`src/rtl/bzmusic_pkg.sv`:
```
// Shared song IDs, arbiter state codes and timing defaults for the
// buzzer music arbiter.
package bzmusic_pkg;

    localparam logic [1:0] SONG_BG    = 2'd0;
    localparam logic [1:0] SONG_CHOMP = 2'd1;
    localparam logic [1:0] SONG_GHOST = 2'd2;
    localparam logic [1:0] SONG_DEATH = 2'd3;

    localparam logic [1:0] ST_IDLE  = 2'd0;
    localparam logic [1:0] ST_SETUP = 2'd1;
    localparam logic [1:0] ST_PLAY  = 2'd2;
    localparam logic [1:0] ST_GAP   = 2'd3;

    localparam int unsigned GAP_CYC_DEF   = 2_500_000;
    localparam int unsigned SETUP_CYC_DEF = 2;
    localparam int unsigned CNT_W         = 24;

endpackage

```
`src/rtl/bzmusic_prio_enc.sv`:
```
// Fixed-priority encoder over the eligible song vector; the highest
// set index wins, death being the highest.
module bzmusic_prio_enc
    import bzmusic_pkg::*;
(
    input  logic [3:0] elig,
    output logic [1:0] win,
    output logic       vld
);

    always_comb begin
        win = SONG_BG;
        priority case (1'b1)
            elig[3]: win = SONG_DEATH;
            elig[2]: win = SONG_GHOST;
            elig[1]: win = SONG_CHOMP;
            default: win = SONG_BG;
        endcase
    end

    assign vld = |elig;

endmodule

```
`src/rtl/bzmusic_arbiter.sv`:
```
// Arbitrates game sound requests onto the single buzzer music player,
// with fixed priority, preemption, setup delay and an inter-song gap.
module bzmusic_arbiter
    import bzmusic_pkg::*;
#(
    parameter int unsigned GAP_CYC   = GAP_CYC_DEF,
    parameter int unsigned SETUP_CYC = SETUP_CYC_DEF
) (
    input  logic       clk,
    input  logic       rstn,
    input  logic [3:0] req,
    input  logic       bg_stop,
    input  logic       mute,
    input  logic       play_done,
    output logic [1:0] sel,
    output logic       play_en,
    output logic       busy,
    output logic [1:0] cur_song
);

    localparam logic [CNT_W-1:0] GAP_LD   = CNT_W'(GAP_CYC);
    localparam logic [CNT_W-1:0] SETUP_LD = CNT_W'(SETUP_CYC);

    logic [1:0]       state;
    logic [CNT_W-1:0] cnt;
    logic [3:1]       pend;
    logic             bg_on;

    logic [3:0] req_m;
    logic [3:1] pend_n;
    logic [3:1] pend_clr;
    logic       bg_n;
    logic [1:0] win;
    logic       win_vld;
    logic       restart;
    logic       preempt;
    logic       start;

    // A request for the song already in progress is not a restart,
    // except death, which restarts itself.
    always_comb begin
        req_m = req;
        if (busy && cur_song != SONG_DEATH)
            req_m[cur_song] = 1'b0;
    end

    assign pend_n = pend | req_m[3:1];
    assign bg_n   = (bg_on | req_m[0]) & ~bg_stop;

    bzmusic_prio_enc u_prio (
        .elig ({pend_n, bg_n}),
        .win  (win),
        .vld  (win_vld)
    );

    always_comb begin
        pend_clr = pend_n;
        for (int i = 1; i <= 3; i++)
            if (win == 2'(i))
                pend_clr[i] = 1'b0;
    end

    assign restart = req_m[3] && cur_song == SONG_DEATH;
    assign preempt = state == ST_PLAY && !play_done
                  && (win > cur_song || restart);
    assign start   = !mute && win_vld
                  && (state == ST_IDLE || preempt);

    always_ff @(posedge clk or negedge rstn) begin
        if (!rstn) begin
            state    <= ST_IDLE;
            cnt      <= '0;
            pend     <= '0;
            bg_on    <= 1'b0;
            sel      <= SONG_BG;
            cur_song <= SONG_BG;
            play_en  <= 1'b0;
            busy     <= 1'b0;
        end else if (mute) begin
            state   <= ST_IDLE;
            cnt     <= '0;
            pend    <= '0;
            bg_on   <= bg_n;
            play_en <= 1'b0;
            busy    <= 1'b0;
        end else begin
            pend  <= start ? pend_clr : pend_n;
            bg_on <= bg_n;
            if (start) begin
                state    <= ST_SETUP;
                cnt      <= SETUP_LD;
                sel      <= win;
                cur_song <= win;
                play_en  <= 1'b0;
                busy     <= 1'b1;
            end else begin
                unique case (state)
                    ST_SETUP: begin
                        if (cnt == '0) begin
                            state   <= ST_PLAY;
                            play_en <= 1'b1;
                        end else begin
                            cnt <= cnt - 1'b1;
                        end
                    end
                    ST_PLAY: begin
                        if (play_done) begin
                            state   <= ST_GAP;
                            play_en <= 1'b0;
                            cnt     <= GAP_LD;
                        end
                    end
                    // Leave on the last gap cycle so the gap is exactly GAP_CYC long.
                    ST_GAP: begin
                        if (cnt[CNT_W-1:1] == '0) begin
                            state <= ST_IDLE;
                            cnt   <= '0;
                            busy  <= 1'b0;
                        end else begin
                            cnt <= cnt - 1'b1;
                        end
                    end
                    default: ;
                endcase
            end
        end
    end

endmodule

```
`config.mk`:
```
export PLATFORM = sky130hd
export DESIGN_NAME = bzmusic_arbiter
export DESIGN_NICKNAME = d
export VERILOG_FILES = /design/src/rtl/bzmusic_pkg.sv /design/src/rtl/bzmusic_prio_enc.sv /design/src/rtl/bzmusic_arbiter.sv
export SDC_FILE = /design/constraint.sdc
export NUM_CORES = 1
export LEC_CHECK = 0
export BUFFER_PORTS_ARGS = -buffer_cell sky130_fd_sc_hd__buf_2
export CAP_MARGIN = 20
export CORE_UTILIZATION = 35
export DETAILED_ROUTE_END_ITERATION = 8
export PLACE_DENSITY = 0.59
export SYNTH_ARGS = -nofsm -noshare
export SYNTH_HDL_FRONTEND = slang
export SYNTH_HIERARCHICAL = 1
export SYNTH_SLANG_ARGS = --single-unit
```
`constraint.sdc`:
```
create_clock -name clk -period 3.42 [get_ports clk]
set_clock_uncertainty 0.2 [all_clocks]
set_input_delay 0.171 -clock clk [delete_from_list [all_inputs] [get_ports clk]]
set_output_delay 0.171 -clock clk [all_outputs]
set_load 0.01 [all_outputs]
```
Word-level counts from Yosys, hierarchy flattened
Index checks and enable logic that the tools add are counted.
{"block": "word_totals", "out_inout_bits": 6, "reg_bits": 34, "input_bits": 9, "elab_cells": 86}
{"block": "classes", "n_reduce_logical": 24, "mux": 32, "add_sub_neg": 1, "n_eq_ne": 12, "order_cmp": 3, "bitwise_logic": 7}
{"cell": "24-bit two-way mux", "n": 5}
{"cell": "24-bit case mux with 3 select lines", "n": 1}
{"cell": "24-bit zero test", "n": 1}
{"cell": "24-bit by 1-bit subtractor with 24-bit output (second input constant)", "n": 1}
{"cell": "23-bit zero test", "n": 1}
{"cell": "4-bit != test (second input constant)", "n": 4}
{"cell": "2-bit two-way mux", "n": 7}
{"cell": "1-bit two-way mux", "n": 13}
{"cell": "2-bit equality test (second input constant)", "n": 5}
{"cell": "1-bit logical AND", "n": 7}
{"cell": "3-bit two-way mux", "n": 2}
{"cell": "2-bit case mux with 3 select lines", "n": 1}
{"cell": "3-bit AND reduction", "n": 2}
{"cell": "3-bit nonzero test", "n": 2}
{"cell": "5-bit nonzero test", "n": 1}
{"cell": "4-bit bitwise AND", "n": 1}
{"cell": "2-bit by 1-bit equality test with 1-bit output (second input constant)", "n": 2}
{"cell": "4-bit two-way mux", "n": 1}
{"cell": "4-bit NOT", "n": 1}
{"cell": "2-bit AND reduction", "n": 2}
{"cell": "4-bit AND reduction", "n": 1}
{"cell": "4-bit nonzero test", "n": 1}
{"cell": "4-bit OR reduction", "n": 1}
{"cell": "2-bit by 3-bit less-than comparator with 1-bit output (second input constant)", "n": 1}
{"cell": "12 further kinds", "n": 15}

Longest topological paths before layout
{"block": "depth", "depth_word": 18, "ltp_mapped": 15, "mapped_depth_nobuf": 13}

By module
Netlist, hierarchy kept.
{"mod": "bzmusic_arbiter", "cells_per_inst": 254, "instances": 1, "area_per_inst_um2": 2218.4, "seq_area_each_um2": 850.8}
{"mod": "bzmusic_prio_enc", "cells_per_inst": 4, "instances": 1, "area_per_inst_um2": 23.8, "seq_area_each_um2": 0.0}

Worst setup path before layout
Ideal clock, no wire load.
{"block": "synth_path", "kind": "flip-flop to flip-flop", "start": "register cur_song[0]", "end": "register state[0]", "period_less_slack_ns": 2.968, "required_time_ns": 3.095, "path_stages_with_launch": 13, "path_slack_ns": 0.452, "setup_ns": 0.125, "t_arrival_ns": 2.643, "cell_sequence": "dfrtp_1 > inv_1 > nand3_1 > a21o_1 > or2_1 > ha_1 > nor2b_1 > o21ai_0 > a21oi_1 > or2_2 > clkbuf_1 > a21oi_1 > mux2_2"}
{"block": "synth_via", "word_cells_on_any_way": 32, "classes_between": "order compare: 3; eq/ne: 5; mux: 8; bitwise: 5; reduce/logical: 11"}
{"item": "start, declared", "line": "bzmusic_arbiter.sv:18", "rtl": "output logic [1:0] cur_song"}
{"item": "start signal, assigned", "line": "bzmusic_arbiter.sv:93", "rtl": "cur_song <= win;"}
{"item": "2-bit by 3-bit less-than comparator with 1-bit output (not written as such) or 2-bit by 1-bit greater-or-equal comparator with 1-bit output (tied branches)", "line": "bzmusic_arbiter.sv:44", "rtl": "req_m[cur_song] = 1'b0;"}
{"item": "1-bit logical AND (not written as such)", "line": "bzmusic_arbiter.sv:44"}
{"item": "1-bit two-way mux (not written as such)", "line": "bzmusic_arbiter.sv:44"}
{"item": "1-bit demux with 2-bit select", "line": "bzmusic_arbiter.sv:44"}
{"item": "4-bit NOT (no line)"}
{"item": "4-bit bitwise AND (no line)"}
{"item": "4-bit two-way mux (*)", "line": "bzmusic_arbiter.sv:43", "rtl": "if (busy && cur_song != SONG_DEATH)"}
{"item": "3-bit bitwise OR (*)", "line": "bzmusic_arbiter.sv:47", "rtl": "assign pend_n = pend | req_m[3:1];"}
{"item": "named net pend_n (one bit)", "line": "bzmusic_arbiter.sv:30", "rtl": "logic [3:1] pend_n;"}
{"item": "[2 not listed]"}
{"item": "named net win[1]", "line": "bzmusic_arbiter.sv:33", "rtl": "logic [1:0] win;"}
{"item": "2-bit > comparator (*)", "line": "bzmusic_arbiter.sv:65", "rtl": "&& (win > cur_song || restart);"}
{"item": "1-bit logical OR (*)", "line": "bzmusic_arbiter.sv:65"}
{"item": "1-bit logical AND (*)", "line": "bzmusic_arbiter.sv:65"}
{"item": "1-bit logical OR (*)", "line": "bzmusic_arbiter.sv:67", "rtl": "&& (state == ST_IDLE || preempt);"}
{"item": "1-bit logical AND (*)", "line": "bzmusic_arbiter.sv:67"}
{"item": "4-bit != test (no line), or another cell as far along"}
{"item": "4-bit AND reduction (no line) or 2-bit two-way mux (tied branches)"}
{"item": "end signal, assigned", "line": "bzmusic_arbiter.sv:71", "rtl": "state <= ST_IDLE;"}
{"item": "end signal, assigned", "line": "bzmusic_arbiter.sv:80", "rtl": "state <= ST_IDLE;"}
{"item": "end signal, assigned", "line": "bzmusic_arbiter.sv:90", "rtl": "state <= ST_SETUP;"}
{"item": "end, declared", "line": "bzmusic_arbiter.sv:24", "rtl": "logic [1:0] state;"}
The timed path passes the listed nets; every way through them passes the cells marked *.
A chain may end at the register's enable or synchronous reset.

Final worst setup path
Ends and elaborated chain as after synthesis.

==> results_dict.tcl <==
set metrics [dict create \
    drive_above_1_share_pct 16.6 \
    postSynth.asyncResetShare_pct 100 \
    synth_edf_count 0 \
    finalCritPeriodShare_pct 94.2 \
    grt_pass1_wl_um 9980 \
    tns_ps 0 \
    syn-instance-count 258 \
    max_stage_delay_ps 470 \
    clk_pin_slew_ps 70 \
    cts_hold_buf 4 \
    postCtsSetupRepairBufs 0 \
    io_buffers 14 \
    end_kind "register" \
    worstPathArrival_ps 3190 \
    synth_xor_area_share_pct 0 \
    cts-root-buf "clkbuf_8" \
    synth_compound_area_share_pct 23.3 \
    vias 2074 \
    grt_max_degree 35 \
    ys.flop_type "dfrtp_1" \
    crit_type "reg2reg" \
    numCtsBuffers 5 \
    synth_top_family_by_area "simple AND/OR/NAND/NOR gates" \
    io_pins 15 \
    dieWidth_um 82.0 \
    period_minus_slack_ps 3220 \
    first_pass_iters 5 \
    fmax_mhz 310 \
    syn_nets 275 \
    antenna_cells 0 \
    vias_per_cell 5.89 \
    syn_avg_cell_area_sq_um 8.69 \
    clockBufferDepth 2 \
    yosysSeqAreaShare_pct 37.9 \
    final_cell_mix "dfrtp_1, a21oi_1, nor2_1" \
    post_drt_wl_per_cell_um 16.8 \
    finalHoldViolations 0 \
    final_common_cell "dfrtp_1" \
    synthSimpleGateAreaFrac_pct 27.7 \
    wl_um 5900 \
    ant_nets 0 \
    area_growth_pct 11.4 \
    coreArea_sq_mm 0.00606 \
    antenna_found_initial 0 \
    ys_ff_latch 34 \
    maxCapViolCount 0 \
    cts_resized 0 \
    cts_tree "built" \
    setup_viol 0 \
    critical_path.startpoint_type "register" \
    cp_common_cell "a21oi_1" \
    synthDistinctLibCells 48 \
    path_max_fanout 16 \
    hp-class "in2reg" \
    grt_use_total_pct 19.7 \
    die_h_um 82.0 \
    worstPathCellList "inv_1 > nand3_1 > a21o_1 > or2_1 > ha_1 > nor2b_1 > o21ai_0 > a21oi_1 > or2_2 > a21oi_1 > mux2_2" \
    nets 293 \
    placementRows 28 \
    rsz0062_at_grt "false" \
    ys_warn_count 6 \
    tightest_slew_ps 789 \
    drc 0 \
    start_util_pct 37.0 \
    slew_viol_final 0 \
    synthAdderAreaFrac_pct 4.46 \
    slowest_stage "or2_2" \
    required_ps 3390 \
    synth_mux_area_share_pct 0.949 \
    grt.overflow.total 0 \
    clk_latency_ps 290 \
    hpwl_um 4090 \
    outcome "complete, no violations" \
    grt_pass1_vias 2017 \
    cts_sinks 34 \
    relSlewSlack_pct 47.4 \
    dr.first_iter.drc_count 163 \
    dieArea_sq_mm 0.00673 \
    gp_congestion 0.894 \
    syn_area_sq_mm 0.00224 \
    cts-htree-levels 2 \
]
sequential cells by signal, summed over array words and instances, names as in the netlist:
signal / flops
play_en: 1
bg_on: 1
cur_song: 2
busy: 1
pend: 3
state: 2
cnt: 24
layout make-up:
class / count / area, sq um
Clock buffer: 7 / 86.3
Clock inverter: 1 / 5.00
Fill cell: 604 / 3560
Inverter: 11 / 41.3
Multi-Input combinational cell: 200 / 1270
Sequential cell: 34 / 851
Tap cell: 75 / 93.8
Timing Repair Buffer: 24 / 155
kinds of logic after synthesis:
| family | Yosys count |
|---|---|
| DFF | 34 |
| and+or+nand+nor | 105 |
| muxes | 2 |
| buffers and inverters | 24 |
| adders and majority gates | 8 |
| AOI/OAI and AO/OA | 85 |
per-stage QoR:
step / worst slack (ps) / utilization, % / hold WS (ps) / area [sq um] / std cells
2_1_floorplan: 452 / - / -325 / 2240 / 258
3_3_place_gp: 349 / 39.1 / 97.0 / 2370 / 340
3_5_place_dp: 249 / 39.1 / 102 / 2370 / 340
4_1_cts: 214 / 41.2 / 27.4 / 2500 / 352
5_1_grt: 13.7 / 41.2 / 47.2 / 2500 / 352
6_report: 199 / 41.2 / 37.0 / 2500 / 352
routing by layer:
metal	vias up	GRT usage, %	share of wire, %
met4	0	6.84	1.1
met5	-	0	0
met3	10	3.11	5.0
li1	987	-	-
met2	69	30.9	46
met1	1008	27.3	47
worst paths after layout:
path	startpoint	end	slack, ps	depth (start not counted)
worst min register to register	play_en	play_en	330	1
worst min-delay path	req[3]	pend[3]	40	3
worst max register to register	cur_song[0]	state[0]	200	11
max in group asynchronous	rstn	cnt[15]	2210	2
worst max-delay path	cur_song[0]	state[0]	200	11
min in group asynchronous	rstn	play_en	310	2
critical path, delay by kind of cell (launching register included):
family,cells,cell delay (ps)
AO/OA/AOI/OAI,4,720
flip-flops,1,430
adder cells (fa/ha/maj),1,310
multiplexers,1,350
AND/OR/NAND/NOR,4,960
buffers and inverters,1,120
cell usage after synthesis (2+ instances only):
cell type   n  area [sq um]
o22ai_1     4          25.0
dfrtp_1    34           851
buf_2       4          20.0
clkbuf_1    4          15.0
o21ai_0    25           125
a21oi_1    27           135
o41ai_1     3          26.3
or3_1       4          25.0
nor3_1      8          40.0
nand3_1    16          80.1
and3_1      2          12.5
buf_6       3          33.8
a21o_1      3          22.5
nand2b_1    4          25.0
a32oi_1     2          17.5
nor4_4      3          63.8
nor4_1      6          37.5
o21a_1      2          15.0
a32o_1      2          20.0
a31oi_1     6          37.5
nor2_1     27           101
and3_2      2          15.0
inv_1      11          41.3
ha_1        8           100
o21ai_1     2          10.0
nand3b_1    3          22.5
a311oi_1    2          17.5
nor2b_1     3          18.8
nor3_2      3          30.0
nand2_1    13          48.8
a22oi_1     2          15.0
buf_4       2          15.0
nand4_1     3          18.8
Power is not shown: default switching activity piles up to over one toggle a cycle in this logic, so the estimate is an artifact.
